### src/rtl/pi_mem_arb.sv
// Cartridge memory port arbiter: CPU bus has default priority, the SPI PI bridge gets
// byte-lane steered slots, with an aging guarantee and a sticky overrun/timeout flag.
module pi_mem_arb #(
    parameter int PI_AGE = 4,
    parameter int PI_TMO = 24,
    parameter int AW     = 24
) (
    input  logic          clk,
    input  logic          rst,
    input  logic          pi_sync,
    input  logic          pi_we,
    input  logic          pi_oe,
    input  logic [AW-1:0] pi_addr,
    input  logic [7:0]    pi_dato,
    output logic [7:0]    pi_dati,
    output logic          pi_busy,
    output logic          pi_err,
    input  logic          pi_err_clr,
    input  logic          cpu_req,
    input  logic          cpu_we,
    input  logic [1:0]    cpu_be,
    input  logic [AW-1:0] cpu_addr,
    input  logic [15:0]   cpu_dato,
    output logic          cpu_ack,
    output logic [15:0]   cpu_dati,
    output logic          mem_req,
    output logic          mem_we,
    output logic [1:0]    mem_be,
    output logic [AW-2:0] mem_addr,
    output logic [15:0]   mem_dato,
    input  logic          mem_ack,
    input  logic [15:0]   mem_dati
);

    // state | meaning
    // IDLE  | no access in flight, arbitration evaluated every cycle
    // CPU   | CPU access granted, mem_req raised the cycle after grant
    // PI    | PI byte access granted, mem_req raised the cycle after grant
    typedef enum logic [1:0] {S_IDLE, S_CPU, S_PI} state_t;

    localparam int AGE_W = $clog2(PI_AGE + 1);
    localparam int TMO_W = $clog2(PI_TMO + 1);

    state_t           state, state_nx;
    logic             grant_cpu, grant_pi, done, pi_done;
    logic             capture, overrun, tmo_hit;
    logic             pi_we_q;
    logic [AW-1:0]    pi_addr_q;
    logic [7:0]       pi_dat_q;
    logic [AGE_W-1:0] age;
    logic [TMO_W-1:0] tmo;
    logic             unused_bits;

    assign unused_bits = cpu_addr[0];

    always_comb begin
        state_nx  = state;
        grant_cpu = 1'b0;
        grant_pi  = 1'b0;
        done      = mem_req && mem_ack && (state != S_IDLE);
        pi_done   = done && (state == S_PI);
        capture   = pi_sync && (pi_we || pi_oe) && !pi_busy;
        overrun   = pi_sync && (pi_we || pi_oe) && pi_busy;
        tmo_hit   = pi_busy && !pi_done && (tmo == TMO_W'(PI_TMO - 1));
        case (state)
            S_IDLE: begin
                if (pi_busy && age == AGE_W'(PI_AGE)) begin
                    state_nx = S_PI;
                    grant_pi = 1'b1;
                end else if (cpu_req) begin
                    state_nx  = S_CPU;
                    grant_cpu = 1'b1;
                end else if (pi_busy) begin
                    state_nx = S_PI;
                    grant_pi = 1'b1;
                end
            end
            S_CPU, S_PI: begin
                if (done) state_nx = S_IDLE;
            end
            default: state_nx = S_IDLE;
        endcase
    end

    always_ff @(posedge clk) begin
        if (rst) begin
            state     <= S_IDLE;
            pi_dati   <= '0;
            pi_busy   <= 1'b0;
            pi_err    <= 1'b0;
            cpu_ack   <= 1'b0;
            cpu_dati  <= '0;
            mem_req   <= 1'b0;
            mem_we    <= 1'b0;
            mem_be    <= '0;
            mem_addr  <= '0;
            mem_dato  <= '0;
            pi_we_q   <= 1'b0;
            pi_addr_q <= '0;
            pi_dat_q  <= '0;
            age       <= '0;
            tmo       <= '0;
        end else begin
            state   <= state_nx;
            cpu_ack <= 1'b0;

            if (grant_cpu) begin
                mem_we   <= cpu_we;
                mem_be   <= cpu_be;
                mem_addr <= cpu_addr[AW-1:1];
                mem_dato <= cpu_dato;
            end
            // Big-endian lanes: even byte lives in [15:8]
            if (grant_pi) begin
                mem_we   <= pi_we_q;
                mem_be   <= pi_addr_q[0] ? 2'b01 : 2'b10;
                mem_addr <= pi_addr_q[AW-1:1];
                mem_dato <= {pi_dat_q, pi_dat_q};
            end

            if (done) mem_req <= 1'b0;
            else if (state != S_IDLE) mem_req <= 1'b1;

            if (done && state == S_CPU) begin
                cpu_ack  <= 1'b1;
                cpu_dati <= mem_dati;
            end

            if (pi_done) begin
                pi_busy <= 1'b0;
                if (!pi_we_q) pi_dati <= pi_addr_q[0] ? mem_dati[7:0] : mem_dati[15:8];
            end

            if (capture) begin
                pi_busy   <= 1'b1;
                pi_we_q   <= pi_we;
                pi_addr_q <= pi_addr;
                pi_dat_q  <= pi_dato;
                age       <= '0;
                tmo       <= '0;
            end else if (pi_busy) begin
                if (state != S_PI && age != AGE_W'(PI_AGE)) age <= age + AGE_W'(1);
                if (tmo != TMO_W'(PI_TMO)) tmo <= tmo + TMO_W'(1);
            end

            // Set beats clear when both land in the same cycle
            if (overrun || tmo_hit) pi_err <= 1'b1;
            else if (pi_err_clr) pi_err <= 1'b0;
        end
    end

endmodule

### config.mk
export PLATFORM = sky130hd
export DESIGN_NAME = pi_mem_arb
export DESIGN_NICKNAME = d
export VERILOG_FILES = /design/src/rtl/pi_mem_arb.sv
export SDC_FILE = /design/constraint.sdc
export NUM_CORES = 1
export LEC_CHECK = 0
export ABC_AREA = 1
export CORE_MARGIN = 2
export CORE_UTILIZATION = 49
export DETAILED_ROUTE_END_ITERATION = 7
export PLACE_DENSITY = 0.94
export SYNTH_ARGS = -nofsm -noshare
export SYNTH_HDL_FRONTEND = slang
export SYNTH_SLANG_ARGS = --single-unit
### constraint.sdc
create_clock -name clk -period 3.8 [get_ports clk]
set_clock_uncertainty 0.05 [all_clocks]
set_input_delay 0.95 -clock clk [delete_from_list [all_inputs] [get_ports clk]]
set_output_delay 0.95 -clock clk [all_outputs]
set_load 0.05 [all_outputs]
# After elaboration in Yosys (flattened, before gate mapping)
# Cells that the tools add are included.
dict set report totals {
  reg_bits 113
  word_cells 82
  input_bits 99
}
dict set report op_classes {
  eq_ne 9
  n_addsub 2
  n_bitwise 1
  reduce_logical 27
  mux 27
}
# op n
set ops {}
lappend ops {{$mux W23} 2}
lappend ops {{$mux W16} 2}
lappend ops {{$mux W1} 14}
lappend ops {{$mux W2} 7}
lappend ops {{$logic_and A1 B1 Y1} 11}
lappend ops {{$mux W8} 1}
lappend ops {{$reduce_and A2 Y1} 4}
lappend ops {{$reduce_bool A2 Y1} 4}
lappend ops {{$reduce_or A2 Y1} 3}
lappend ops {{$add A5 B1 Y5 const B} 1}
lappend ops {{$eq A5 B5 Y1 const B} 1}
lappend ops {{$ne A5 B5 Y1 const B} 1}
lappend ops {{$ne A2 B2 Y1 const B} 2}
lappend ops {{$ne A4 B4 Y1 const B} 1}
lappend ops {{$pmux W2 S2} 1}
lappend ops {{$add A3 B1 Y3 const B} 1}
lappend ops {{$eq A3 B3 Y1 const B} 1}
lappend ops {{$ne A3 B3 Y1 const B} 1}
lappend ops {{$eq A2 B1 Y1 const B} 1}
lappend ops {{$eq A2 B2 Y1 const B} 1}
lappend ops {{$logic_not A1 Y1} 2}
lappend ops {{$logic_not A2 Y1} 1}
lappend ops {{$logic_or A1 B1 Y1} 2}
lappend ops {{$not A1 Y1} 1}

# Longest topological paths before layout
dict set report logic_depth {
  depth_word 8
  mapped_depth 11
  depth_no_buf 9
}

# Worst setup path before layout
# No wires, ideal clock.
dict set report synth_timing {
  path_kind {input port to flip-flop}
  from {input port mem_ack}
  to {register cpu_dati[5]}
  cell_stages 6
  slack_ns 1.970
  arrival_ns 1.648
  required_time_ns 3.618
  n_path_buf 1
  path_cell_list {nand2_1 > nor2_4 > nand2_2 > buf_2 > nand2_1 > a21oi_1}
}
dict set report synth_between {
  elab_chain_len 3
}
# item line
set synth_rtl {}
lappend synth_rtl {{start: declaration} 31} ;# input logic mem_ack,
lappend synth_rtl {{$logic_and A1 B1 Y1 (2 in series)} 60} ;# done = mem_req && mem_ack && (state != S_IDLE);
lappend synth_rtl {{$logic_and A1 B1 Y1} 124} ;# if (done && state == S_CPU) begin
lappend synth_rtl {{end signal: assignment} 126} ;# cpu_dati <= mem_dati;
lappend synth_rtl {{end: declaration} 25} ;# output logic [15:0] cpu_dati,
# No other way between the ends.
# A chain may end at the register's enable or synchronous reset.

# Worst setup path in the final report
dict set report layout_timing {
  from {register pi_busy}
  to {output port pi_busy}
}
# item line
set layout_rtl {}
lappend layout_rtl {{start: declaration} 16} ;# output logic pi_busy,
lappend layout_rtl {{start signal: assignment} 89} ;# pi_busy <= 1'b0;
lappend layout_rtl {{start signal: assignment} 130} ;# pi_busy <= 1'b0;
lappend layout_rtl {{start signal: assignment} 135} ;# pi_busy <= 1'b1;
# No word-level cell between the ends.

==> impl_results.md <==
- Status: complete, no violations
- Net count after synthesis: 857
- Fin crit share: 0.792
- Seq/Total Area, Yosys: 0.435
- Ratio of cells with drive above 1 in the final layout: 0.0517
- Floorplan row count: 37
- DRT iter0 DRCs: 422
- Switch Pwr: 1830 uW
- Power Dens Cells: 640 nW/um^2
- Synth cell types: 28
- DRT Pass-1 Iters: 7
- Die height: 107 um
- Multiplexer share of the synthesized area: 0
- Slowest cell delay on critical path: 0.90 ns
- RSZ-0062 raised after global routing: false
- Worst slew pin tran: 0.740 ns
- Largest family of logic cells by synthesized area: simple AND/OR/NAND/NOR gates
- Full die area: 11500 um^2
- Clk buf depth: 2
- Leak: 0.00323 uW
- Gr usage total: 0.256
- Combinational Power Share: 0.363
- Sum Neg Setup Slack: 0 ns
- RePlAce Congestion: 0.832
- H-tree levels: 4
- Avg Inst Size Synth: 6.93 um^2
- GRT overflow: 0
- Post-Synthesis Cells: 751
- Required time worst endpoint: 2.80 ns
- Crit. End Element: output pin
- Die X: 107 um
- Clock-pin slew on the worst setup and hold paths: 0.05 ns
- Synth-to-Final Area Change: 41.9%
- Hold Vio Cnt, Final: 0
- Antenna Nets Post-Route: 0
- Simple-gate share of the synthesized area: 0.245
- Max Freq: 332 MHz
- Max Cap Viol: 0
- Detailed placement HPWL: 9.57 mm
- Hold-fix buffers, CTS: 0
- Netlist Area Pre-Place: 5200 um^2
- CP Data Arrival Time: 2.01 ns
- Synth Area in Compound Gates: 0.152
- Cell family with most CP delay: buffers and inverters
- Placed Area: 6820 um^2
- Multi-input gate area: 2160 um^2
- Total power: 4730 uW
- Final Routed Wirelength: 14.7 mm
- Total CTS buffers: 17
- Initial Util: 0.504
- Sw frac: 0.387
- # fillers: 807
- CTS tree: yes
- DR vias: 5268
- Max VDD drop: 0.000330 V
- Crit path kind: reg -> out
- Post-Synth XOR/XNOR Area: 0.00168
- Worst slew margin relative to its limit: 0.506
- Placed cells: 1014
- First-pass GRT wire length: 23.3 mm
- N_diodes: 0
- CP max stage cell: clkdlybuf4s50_1
- Post-DR vias/cell: 5.04
- Hold Slack: 0.393 ns
- Design area: 7390 um^2
- Int Power: 2900 uW
- Synthesized flop and latch total: 113
- Num ports: 169
- Routed wire per std cell: 14.1 um
- Core Area: 10300 um^2
- Clock sinks: 113
- Initial antenna violation count: 0
- Nets: 1003
- Worst setup SP type: flip-flop
- Seq pwr share: 0.316
- Hold WC Path Type: reg -> reg
- Largest net degree at the start of global routing: 64
- Final cell count without fillers: 1045
- Vias in the first global route: 4885
- Tmin final: 3.01 ns
- Buf/Inv on CP: 1
- Most frequent cells in the layout: nand2_1, clkdlybuf4s50_1, inv_1, dfxtp_1, nand3_1
- Final setup violation count: 0
- DR DRC count: 0
- Clock Power Share: 0.320
- Synth Area in Adders: 0.0168
- Post-cts sizing count: 0
- YS warnings: 0
- CP max FO: 11
- Register area: 2260 um^2
- Worst-skew pair later-pin latency: 0.51 ns
- Clock Tree Root: clkbuf_8
- Post CTS Setup Buffer Count: 0
- Worst-path cell chain: clkdlybuf4s50_1
- Port Buffers: 167
- Pins Over Slew Limit: 0
-- synth_stat cells (all sizes together) --
library cell	instances	area share
nand3b	1	0.0014
a211oi	1	0.0014
nand2	169	0.12
buf	33	0.042
nand4	2	0.0024
clkinv	3	0.0024
clkbuf	13	0.0096
inv	134	0.097
dfxtp	113	0.43
a21oi	101	0.097
nand3	103	0.10
a31oi	8	0.0096
ha	7	0.017
xor2	1	0.0017
nor2	19	0.015
o21ai	43	0.044
-- logic make-up (layout without fill, tap and decap cells) --
| family | count (synthesis) | in the layout |
|---|---|---|
| XOR/XNOR | 1 | 1 |
| buffers and inverters | 183 | 341 |
| AO/OA/AOI/OAI | 153 | 153 |
| adder cells (fa/ha/maj) | 7 | 7 |
| AND/OR/NAND/NOR | 294 | 294 |
| flip-flops | 113 | 113 |
-- stage by stage --
step,setup WS [ns],utilization
finish,0.789,0.715
global route,0.745,0.715
CTS,0.774,0.715
detailed placement,0.929,0.661
global placement,0.991,0.661
floorplan,1.97,-
-- worst paths after layout --
kind | from | to | slack, ns | cells after the start
worst min-delay path | pi_dat_q[1]$_SDFFE_PP0P_ | pi_dat_q[1]$_SDFFE_PP0P_ | 0.39 | 2
worst min register to register | pi_dat_q[1]$_SDFFE_PP0P_ | pi_dat_q[1]$_SDFFE_PP0P_ | 0.39 | 2
worst max-delay path | pi_busy$_SDFFE_PP0P_ | pi_busy | 0.79 | 1
worst max register to register | state[0]$_SDFFE_PP0P_ | mem_addr[4]$_SDFFE_PP0P_ | 1.39 | 9
-- state kept, by name (all words and copies together), names as in the netlist --
name,count
mem_req,1
mem_we,1
mem_dato,16
cpu_ack,1
mem_addr,23
state,2
pi_we_q,1
tmo,5
age,3
pi_err,1
pi_addr_q,24
pi_dati,8
pi_busy,1
mem_be,2
cpu_dati,16
pi_dat_q,8
-- power by group through the flow --
stage | Sequential [uW] | Combinational, uW | Clock, uW
floorplan | 2060 | 636 | 0
global placement | 1510 | 1680 | 0
detailed placement | 1520 | 1710 | 0
CTS | 1500 | 1720 | 1540
global route | 1520 | 1850 | 1590
finish | 1500 | 1720 | 1510
-- routing by layer --
metal	vias to the layer above	part of all wire	global-route usage
li1	2660	-	-
met1	2372	0.40	0.300
met2	204	0.49	0.441
met3	32	0.081	0.0760
met4	0	0.022	0.0955
met5	-	0	0
-- cell type report --
| class | count | share of cell area |
|---|---|---|
| sequential | 113 | 0.306 |
| multi-input combinational | 455 | 0.292 |
| timing repair buffer | 173 | 0.232 |
| inverter | 137 | 0.0698 |
| clock buffer | 18 | 0.0579 |
| tap | 136 | 0.0230 |
| clock inverter | 13 | 0.0188 |
-- tightest hold or removal path: cells and delay by family (launching register included) --
family                 cells  cell delay, ns
AO/OA/AOI/OAI              1            0.05
buffers and inverters      1            0.05
flip-flops                 1            0.31
Power figures use the tool's default switching activity.
